--- config.mk ---
export PLATFORM = sky130hd
export DESIGN_NAME = multicycle_controller_flat
export DESIGN_NICKNAME = d
export VERILOG_FILES = /design/src/rtl/ctrl_pkg.sv /design/src/rtl/multicycle_controller_if.sv /design/src/rtl/ctrl_wait_timer.sv /design/src/rtl/multicycle_controller.sv /design/src/flat_wrapper.sv
export SDC_FILE = /design/constraint.sdc
export NUM_CORES = 1
export LEC_CHECK = 0
export BUFFER_PORTS_ARGS = -buffer_cell sky130_fd_sc_hd__buf_2
export CAP_MARGIN = 20
export CORE_MARGIN = 1.5
export CORE_UTILIZATION = 36
export CTS_CLUSTER_SIZE = 16
export DETAILED_ROUTE_END_ITERATION = 8
export GPL_ROUTABILITY_DRIVEN = 1
export SYNTH_ARGS = -nofsm -noshare
export SYNTH_HDL_FRONTEND = slang
export SYNTH_SLANG_ARGS = --single-unit
--- constraint.sdc ---
create_clock -name clk -period 2.9 [get_ports clk]
set_clock_uncertainty 0.1 [all_clocks]
set_input_delay 0.145 -clock clk [delete_from_list [all_inputs] [get_ports clk]]
set_output_delay 0.145 -clock clk [all_outputs]
set_load 0.01 [all_outputs]
--- src/rtl/ctrl_pkg.sv ---
// Shared encodings for the multi-cycle RV32I control FSM.
// Holds opcodes, the state enum and datapath mux/ALU/trap encodings.
package ctrl_pkg;

    localparam logic [6:0] OP_LOAD   = 7'b0000011;
    localparam logic [6:0] OP_STORE  = 7'b0100011;
    localparam logic [6:0] OP_OP     = 7'b0110011;
    localparam logic [6:0] OP_IMM    = 7'b0010011;
    localparam logic [6:0] OP_LUI    = 7'b0110111;
    localparam logic [6:0] OP_AUIPC  = 7'b0010111;
    localparam logic [6:0] OP_BRANCH = 7'b1100011;
    localparam logic [6:0] OP_JAL    = 7'b1101111;
    localparam logic [6:0] OP_JALR   = 7'b1100111;

    typedef enum logic [3:0] {
        S_RST,
        S_FETCH,
        S_DECODE,
        S_MEM_ADDR,
        S_MEM_RD,
        S_MEM_WB,
        S_MEM_WR,
        S_EXEC_R,
        S_EXEC_I,
        S_EXEC_LUI,
        S_ALU_WB,
        S_BRANCH,
        S_JALR,
        S_JAL,
        S_TRAP
    } state_t;

    localparam logic [1:0] SRCA_PC    = 2'b00;
    localparam logic [1:0] SRCA_OLDPC = 2'b01;
    localparam logic [1:0] SRCA_RS1   = 2'b10;
    localparam logic [1:0] SRCA_ZERO  = 2'b11;

    localparam logic [1:0] SRCB_RS2  = 2'b00;
    localparam logic [1:0] SRCB_FOUR = 2'b01;
    localparam logic [1:0] SRCB_IMM  = 2'b10;

    localparam logic [1:0] PCSRC_ALU    = 2'b00;
    localparam logic [1:0] PCSRC_ALUOUT = 2'b01;

    localparam logic [1:0] WB_ALUOUT = 2'b00;
    localparam logic [1:0] WB_MDR    = 2'b01;
    localparam logic [1:0] WB_ALU    = 2'b10;

    localparam logic [1:0] ALUOP_ADD   = 2'b00;
    localparam logic [1:0] ALUOP_BR    = 2'b01;
    localparam logic [1:0] ALUOP_FUNCT = 2'b10;
    localparam logic [1:0] ALUOP_PASS  = 2'b11;

    localparam logic [1:0] CAUSE_NONE    = 2'b00;
    localparam logic [1:0] CAUSE_ILLEGAL = 2'b01;
    localparam logic [1:0] CAUSE_TIMEOUT = 2'b10;

endpackage

--- src/rtl/multicycle_controller_if.sv ---
// Unified-memory request handshake between controller and memory.
// master: mem_req/MemRead/MemWrite/IorD out, mem_ready in.
interface multicycle_controller_if;

    logic mem_req;
    logic MemRead;
    logic MemWrite;
    logic IorD;
    logic mem_ready;

    modport master (
        output mem_req,
        output MemRead,
        output MemWrite,
        output IorD,
        input  mem_ready
    );

    modport slave (
        input  mem_req,
        input  MemRead,
        input  MemWrite,
        input  IorD,
        output mem_ready
    );

endinterface

--- src/rtl/ctrl_wait_timer.sv ---
// Memory wait counter: clear, waiting in; expired out.
// expired is high once MEM_TIMEOUT-1 wait cycles have elapsed.
module ctrl_wait_timer #(
    parameter int MEM_TIMEOUT = 16
) (
    input  logic clk,
    input  logic reset,
    input  logic clear,
    input  logic waiting,
    output logic expired
);

    generate
        if (MEM_TIMEOUT == 0) begin : g_off
            logic unused_in;
            assign unused_in = ^{clk, reset, clear, waiting};
            assign expired   = 1'b0;
        end else begin : g_on
            localparam int TW =
                (MEM_TIMEOUT > 1) ? $clog2(MEM_TIMEOUT) : 1;
            logic [TW-1:0] cnt;

            assign expired = (cnt == TW'(MEM_TIMEOUT - 1));

            // Holds at the limit; the FSM leaves the state anyway.
            always_ff @(posedge clk) begin
                if (reset || clear)
                    cnt <= '0;
                else if (waiting && !expired)
                    cnt <= cnt + TW'(1);
            end
        end
    endgenerate

endmodule

--- src/rtl/multicycle_controller.sv ---
// Sequenced main control FSM for the multi-cycle RV32I core.
// In: clk, reset, Opcode, mem.mem_ready. Out: datapath controls,
// memory request, retire/instr_count and sticky trap/trap_cause.
module multicycle_controller
    import ctrl_pkg::*;
#(
    parameter int OPCODE_W    = 7,
    parameter int MEM_TIMEOUT = 16,
    parameter int CNT_W       = 32
) (
    input  logic                clk,
    input  logic                reset,
    input  logic [OPCODE_W-1:0] Opcode,
    multicycle_controller_if.master mem,
    output logic                IRWrite,
    output logic                PCWrite,
    output logic                PCWriteCond,
    output logic [1:0]          PCSource,
    output logic [1:0]          ALUSrcA,
    output logic [1:0]          ALUSrcB,
    output logic [1:0]          ALUOp,
    output logic [1:0]          MemtoReg,
    output logic                RegWrite,
    output logic                retire,
    output logic [CNT_W-1:0]    instr_count,
    output logic                trap,
    output logic [1:0]          trap_cause
);

    state_t     state;
    state_t     nxt;
    logic [1:0] nxt_cause;
    logic       req;
    logic       rd;
    logic       wr;
    logic       iord;
    logic       ready;
    logic       expired;

    assign ready        = mem.mem_ready;
    assign mem.mem_req  = req;
    assign mem.MemRead  = rd;
    assign mem.MemWrite = wr;
    assign mem.IorD     = iord;

    ctrl_wait_timer #(
        .MEM_TIMEOUT(MEM_TIMEOUT)
    ) u_timer (
        .clk    (clk),
        .reset  (reset),
        .clear  (nxt != state),
        .waiting(req && !ready),
        .expired(expired)
    );

    always_ff @(posedge clk) begin
        if (reset)
            state <= S_RST;
        else
            state <= nxt;
    end

    always_ff @(posedge clk) begin
        if (reset)
            instr_count <= '0;
        else if (retire)
            instr_count <= instr_count + CNT_W'(1);
    end

    always_ff @(posedge clk) begin
        if (reset) begin
            trap       <= 1'b0;
            trap_cause <= CAUSE_NONE;
        end else if (state != S_TRAP && nxt == S_TRAP) begin
            trap       <= 1'b1;
            trap_cause <= nxt_cause;
        end
    end

    always_comb begin
        nxt         = state;
        nxt_cause   = CAUSE_NONE;
        req         = 1'b0;
        rd          = 1'b0;
        wr          = 1'b0;
        iord        = 1'b0;
        IRWrite     = 1'b0;
        PCWrite     = 1'b0;
        PCWriteCond = 1'b0;
        PCSource    = PCSRC_ALU;
        ALUSrcA     = SRCA_PC;
        ALUSrcB     = SRCB_RS2;
        ALUOp       = ALUOP_ADD;
        MemtoReg    = WB_ALUOUT;
        RegWrite    = 1'b0;
        retire      = 1'b0;
        unique case (state)
            S_RST: nxt = S_FETCH;
            S_FETCH: begin
                req     = 1'b1;
                rd      = 1'b1;
                ALUSrcB = SRCB_FOUR;
                IRWrite = ready;
                PCWrite = ready;
                // ready wins over a same-cycle timeout
                if (ready) begin
                    nxt = S_DECODE;
                end else if (expired) begin
                    nxt       = S_TRAP;
                    nxt_cause = CAUSE_TIMEOUT;
                end
            end
            S_DECODE: begin
                ALUSrcA = SRCA_OLDPC;
                ALUSrcB = SRCB_IMM;
                unique case (1'b1)
                    (Opcode == OPCODE_W'(OP_LOAD)),
                    (Opcode == OPCODE_W'(OP_STORE)):
                        nxt = S_MEM_ADDR;
                    (Opcode == OPCODE_W'(OP_OP)):
                        nxt = S_EXEC_R;
                    (Opcode == OPCODE_W'(OP_IMM)):
                        nxt = S_EXEC_I;
                    (Opcode == OPCODE_W'(OP_LUI)):
                        nxt = S_EXEC_LUI;
                    (Opcode == OPCODE_W'(OP_AUIPC)):
                        nxt = S_ALU_WB;
                    (Opcode == OPCODE_W'(OP_BRANCH)):
                        nxt = S_BRANCH;
                    (Opcode == OPCODE_W'(OP_JAL)):
                        nxt = S_JAL;
                    (Opcode == OPCODE_W'(OP_JALR)):
                        nxt = S_JALR;
                    default: begin
                        nxt       = S_TRAP;
                        nxt_cause = CAUSE_ILLEGAL;
                    end
                endcase
            end
            S_MEM_ADDR: begin
                ALUSrcA = SRCA_RS1;
                ALUSrcB = SRCB_IMM;
                nxt = (Opcode == OPCODE_W'(OP_LOAD)) ?
                      S_MEM_RD : S_MEM_WR;
            end
            S_MEM_RD: begin
                req  = 1'b1;
                rd   = 1'b1;
                iord = 1'b1;
                if (ready) begin
                    nxt = S_MEM_WB;
                end else if (expired) begin
                    nxt       = S_TRAP;
                    nxt_cause = CAUSE_TIMEOUT;
                end
            end
            S_MEM_WB: begin
                RegWrite = 1'b1;
                MemtoReg = WB_MDR;
                retire   = 1'b1;
                nxt      = S_FETCH;
            end
            S_MEM_WR: begin
                req    = 1'b1;
                wr     = 1'b1;
                iord   = 1'b1;
                retire = ready;
                if (ready) begin
                    nxt = S_FETCH;
                end else if (expired) begin
                    nxt       = S_TRAP;
                    nxt_cause = CAUSE_TIMEOUT;
                end
            end
            S_EXEC_R: begin
                ALUSrcA = SRCA_RS1;
                ALUSrcB = SRCB_RS2;
                ALUOp   = ALUOP_FUNCT;
                nxt     = S_ALU_WB;
            end
            S_EXEC_I: begin
                ALUSrcA = SRCA_RS1;
                ALUSrcB = SRCB_IMM;
                ALUOp   = ALUOP_FUNCT;
                nxt     = S_ALU_WB;
            end
            S_EXEC_LUI: begin
                ALUSrcA = SRCA_ZERO;
                ALUSrcB = SRCB_IMM;
                nxt     = S_ALU_WB;
            end
            S_ALU_WB: begin
                RegWrite = 1'b1;
                MemtoReg = WB_ALUOUT;
                retire   = 1'b1;
                nxt      = S_FETCH;
            end
            S_BRANCH: begin
                ALUSrcA     = SRCA_RS1;
                ALUSrcB     = SRCB_RS2;
                ALUOp       = ALUOP_BR;
                PCWriteCond = 1'b1;
                PCSource    = PCSRC_ALUOUT;
                retire      = 1'b1;
                nxt         = S_FETCH;
            end
            S_JALR: begin
                // Target rs1+imm lands in ALUOut, then JAL links
                ALUSrcA = SRCA_RS1;
                ALUSrcB = SRCB_IMM;
                nxt     = S_JAL;
            end
            S_JAL: begin
                ALUSrcA  = SRCA_OLDPC;
                ALUSrcB  = SRCB_FOUR;
                ALUOp    = ALUOP_PASS;
                MemtoReg = WB_ALU;
                RegWrite = 1'b1;
                PCWrite  = 1'b1;
                PCSource = PCSRC_ALUOUT;
                retire   = 1'b1;
                nxt      = S_FETCH;
            end
            S_TRAP: nxt = S_TRAP;
            default: nxt = S_RST;
        endcase
    end

endmodule

--- src/flat_wrapper.sv ---
// flat-port wrapper written by rule: the top's interface ports become plain ports
module multicycle_controller_flat import ctrl_pkg::*;
#(
    parameter int OPCODE_W    = 7,
    parameter int MEM_TIMEOUT = 16,
    parameter int CNT_W       = 32
)
  (clk, reset, Opcode, IRWrite, PCWrite, PCWriteCond, PCSource, ALUSrcA, ALUSrcB, ALUOp, MemtoReg, RegWrite, retire, instr_count, trap, trap_cause, mem_mem_req, mem_MemRead, mem_MemWrite, mem_IorD, mem_mem_ready);
  multicycle_controller_if mem_i ();
  input  logic clk;
  input  logic reset;
  input  logic [OPCODE_W-1:0] Opcode;
  output logic IRWrite;
  output logic PCWrite;
  output logic PCWriteCond;
  output logic [1:0] PCSource;
  output logic [1:0] ALUSrcA;
  output logic [1:0] ALUSrcB;
  output logic [1:0] ALUOp;
  output logic [1:0] MemtoReg;
  output logic RegWrite;
  output logic retire;
  output logic [CNT_W-1:0] instr_count;
  output logic trap;
  output logic [1:0] trap_cause;
  output wire logic [$bits(mem_i.mem_req)-1:0] mem_mem_req;
  output wire logic [$bits(mem_i.MemRead)-1:0] mem_MemRead;
  output wire logic [$bits(mem_i.MemWrite)-1:0] mem_MemWrite;
  output wire logic [$bits(mem_i.IorD)-1:0] mem_IorD;
  input wire logic [$bits(mem_i.mem_ready)-1:0] mem_mem_ready;
  assign mem_mem_req = mem_i.mem_req;
  assign mem_MemRead = mem_i.MemRead;
  assign mem_MemWrite = mem_i.MemWrite;
  assign mem_IorD = mem_i.IorD;
  assign mem_i.mem_ready = mem_mem_ready;
  multicycle_controller #(.OPCODE_W(OPCODE_W), .MEM_TIMEOUT(MEM_TIMEOUT), .CNT_W(CNT_W)) u_core (.clk(clk), .reset(reset), .Opcode(Opcode), .mem(mem_i), .IRWrite(IRWrite), .PCWrite(PCWrite), .PCWriteCond(PCWriteCond), .PCSource(PCSource), .ALUSrcA(ALUSrcA), .ALUSrcB(ALUSrcB), .ALUOp(ALUOp), .MemtoReg(MemtoReg), .RegWrite(RegWrite), .retire(retire), .instr_count(instr_count), .trap(trap), .trap_cause(trap_cause));
endmodule
==> metrics.cfg <==
[status]
status=finished clean

[sta]
tns_ns=0
final-setup-viol-count=0
period_minus_slack_ns=2.360
period_share=0.8137
finalHoldViolCount=0
fmax_ghz=0.4238
maxSlewHeadroom=0.5290
tightest_slew_ns=0.7065
slew_violations=0
rsz0062_at_grt=false
whs_ns=0.2413

[logic_synthesis]
synthArstFlopShare=0
ys_seq_area_frac=0.3354
synth_edf_count=0
syn_area_per_cell_um2=7.776
ys_types=56
ys_seq_elements=43
synth_top_flop_cell=dfxtp_1
yosysWarnings=0
syn_inst=330
synthesis.area_um2=2566
syn_nets=342

[routing]
drc_errors=0
drt_iter0_drc=193
first_pass_iters=5
via_per_inst=5.116
vias=2466
wl_per_cell_um=12.99
drt_wl_total_um=6262
route.antenna.remaining_nets=0

[critical_path]
arrival_ns=2.50
critPathSlowestCell=a2111oi_0
startpoint_type=flip-flop
cp.required_ns=3.04
max_stage_delay_ns=0.56
crit_chain=ha_1 > a311oi_1 > o21ai_0 > a31oi_1 > a2111oi_0 > nor4b_2 > o21a_1
setup.worst_path.end_class=flip-flop
crit_type=reg2reg
cp_max_fo=3

[placement]
routabilityCongestion=0.9276
dp.cells=474
portBuffers=62
dp_hpwl_um=4657

[clock_tree]
cts.sinks=43
numCtsBuffers=5
cts_tree=yes
cts_setup_buffers=0
clk_latency_ns=0.29
cts-root-buf=clkbuf_8
clkTransAtPathRegs_ns=0.08
cts_buffer_depth=2
ctsHoldBuffers=0
htree_levels=2
ctsResizeCount=0

[grt]
antenna_found_initial=0
grt_pass1_vias=2177
grt_max_degree=38
grt_overflow=0
grt_pass1_wl_um=10210
grt_use_total=0.1656

[layout]
diodes=0
post-route-util=0.4462
fill_cells=710
syn_to_final_growth_pct=18.77
fin_cells=482
nNetsFinal=397
drive_gt1_frac=0.2176

[die]
initial_core_util=0.3756
rows=30
num_io_pins=64
coreArea_um2=6832
die_x_um=87.43
die_y_um=87.43
die_area_um2=7644

[hold_path]
min_path_type=in2reg

[flow_run]
maxCapViolCount=0

[pwr]
p_leak_nw=1.220
peakVddDrop_v=0.0003126
power_density_nw_per_um2=630.4

## worst paths after layout
path / from / endpoint / slack [ns] / cells after the start
min reg2reg: u_core.trap_cause[1] / u_core.trap_cause[1] / 0.37 / 1
max reg2reg: u_core.u_timer.g_on.cnt[0] / u_core.trap_cause[0] / 0.54 / 7
max: u_core.u_timer.g_on.cnt[0] / u_core.trap_cause[0] / 0.54 / 7
min: Opcode[3] / u_core.state[0] / 0.24 / 4
## per-layer routing
layer,global-route usage,share of wire,vias up
met2,0.2503,0.44,56
met5,0,0,-
li1,-,-,1278
met3,0.03507,0.049,5
met4,0.04040,0.0077,0
met1,0.2390,0.50,1127
## where the power goes
| group | total, mW | internal (mW) | switching [mW] |
|---|---|---|---|
| registers | 0.687 | 0.620 | 0.0671 |
| logic | 0.817 | 0.326 | 0.491 |
| clock network | 0.417 | 0.217 | 0.201 |
| total | 1.92 | 1.16 | 0.758 |
## flip-flops by register name, indices dropped and copies added (netlist names)
name and cells:
u_core.state 4, u_core.u_timer.g_on.cnt 4, u_core.trap 1, u_core.trap_cause 2, u_core.instr_count 32
## layout make-up
type	instances	area, um2	share of cell area
inverter	9	33.78	0.01108
multi-input combinational	259	1582	0.5189
sequential	43	860.8	0.2824
tap	96	120.1	0.03941
clock buffer	7	96.34	0.03161
timing repair buffer	67	347.8	0.1141
clock inverter	1	7.507	0.002463
## critical path, delay by kind of cell (launching register included)
family / cells / cell delay [ns]
flops: 1 / 0.37
simple gates: 1 / 0.41
compound gates: 5 / 1.23
fa+ha+maj: 1 / 0.20
## synthesized netlist by cell type, types with 2 or more instances
| cell type | number | area [um2] |
|---|---|---|
| or2_2 | 3 | 18.77 |
| ha_1 | 2 | 25.02 |
| nand4b_1 | 2 | 17.52 |
| nor4_1 | 2 | 12.51 |
| a211oi_1 | 3 | 22.52 |
| a31oi_1 | 4 | 25.02 |
| and4_1 | 4 | 35.03 |
| or3_1 | 7 | 43.79 |
| dfxtp_1 | 43 | 860.8 |
| a311oi_1 | 2 | 17.52 |
| o21a_1 | 3 | 22.52 |
| o32ai_1 | 3 | 26.28 |
| inv_1 | 9 | 33.78 |
| buf_2 | 3 | 15.01 |
| o21ai_0 | 20 | 100.1 |
| xnor2_1 | 15 | 131.4 |
| mux2i_1 | 3 | 30.03 |
| nor2_1 | 50 | 187.7 |
| nand2b_1 | 9 | 56.30 |
| nor2b_1 | 5 | 31.28 |
| o211ai_1 | 2 | 15.01 |
| and3_1 | 5 | 31.28 |
| a21oi_1 | 15 | 75.07 |
| nand4_1 | 9 | 56.30 |
| xor2_1 | 13 | 113.9 |
| buf_4 | 2 | 15.01 |
| nor3_1 | 14 | 70.07 |
| nand2_1 | 25 | 93.84 |
| nand3_1 | 12 | 60.06 |
| clkbuf_1 | 12 | 45.04 |
| a21o_1 | 3 | 22.52 |
| o31a_1 | 2 | 17.52 |
## cells by family after synthesis
kind of cell,Yosys count,synth area share
AO/OA/AOI/OAI,69,0.1819
AND/OR/NAND/NOR,156,0.3159
other,1,0.001461
adder cells (fa/ha/maj),2,0.009750
multiplexers,3,0.01170
buffers and inverters,28,0.04826
flip-flops,43,0.3354
XOR/XNOR,28,0.09557
## cells in the final DEF, fill, tap and decap left out, types with 3 or more instances in the layout
| cell | count |
|---|---|
| mux2i_1 | 3 |
| nand4_1 | 9 |
| buf_4 | 5 |
| or3_1 | 7 |
| or2_2 | 3 |
| a31oi_1 | 4 |
| nand2_1 | 25 |
| inv_1 | 9 |
| dfxtp_1 | 43 |
| nand3_1 | 12 |
| nand2b_1 | 9 |
| a211oi_1 | 3 |
| nor2_1 | 50 |
| xnor2_1 | 15 |
| nor3_1 | 14 |
| a21oi_1 | 15 |
| o32ai_1 | 3 |
| clkbuf_8 | 7 |
| o21a_1 | 3 |
| and4_1 | 4 |
| o21ai_0 | 20 |
| and3_1 | 5 |
| buf_2 | 62 |
| xor2_1 | 13 |
| a21o_1 | 3 |
| nor2b_1 | 5 |
## metrics by stage
stage	area, um2	worst slack [ns]	total power [mW]
floorplan	2566	0.8762	1.271
global placement	2944	0.5594	1.514
detailed placement	2944	0.5580	1.508
CTS	3048	0.5442	1.933
global route	3048	0.3524	2.057
finish	3048	0.5403	1.921
Power figures use the tool's default switching activity.
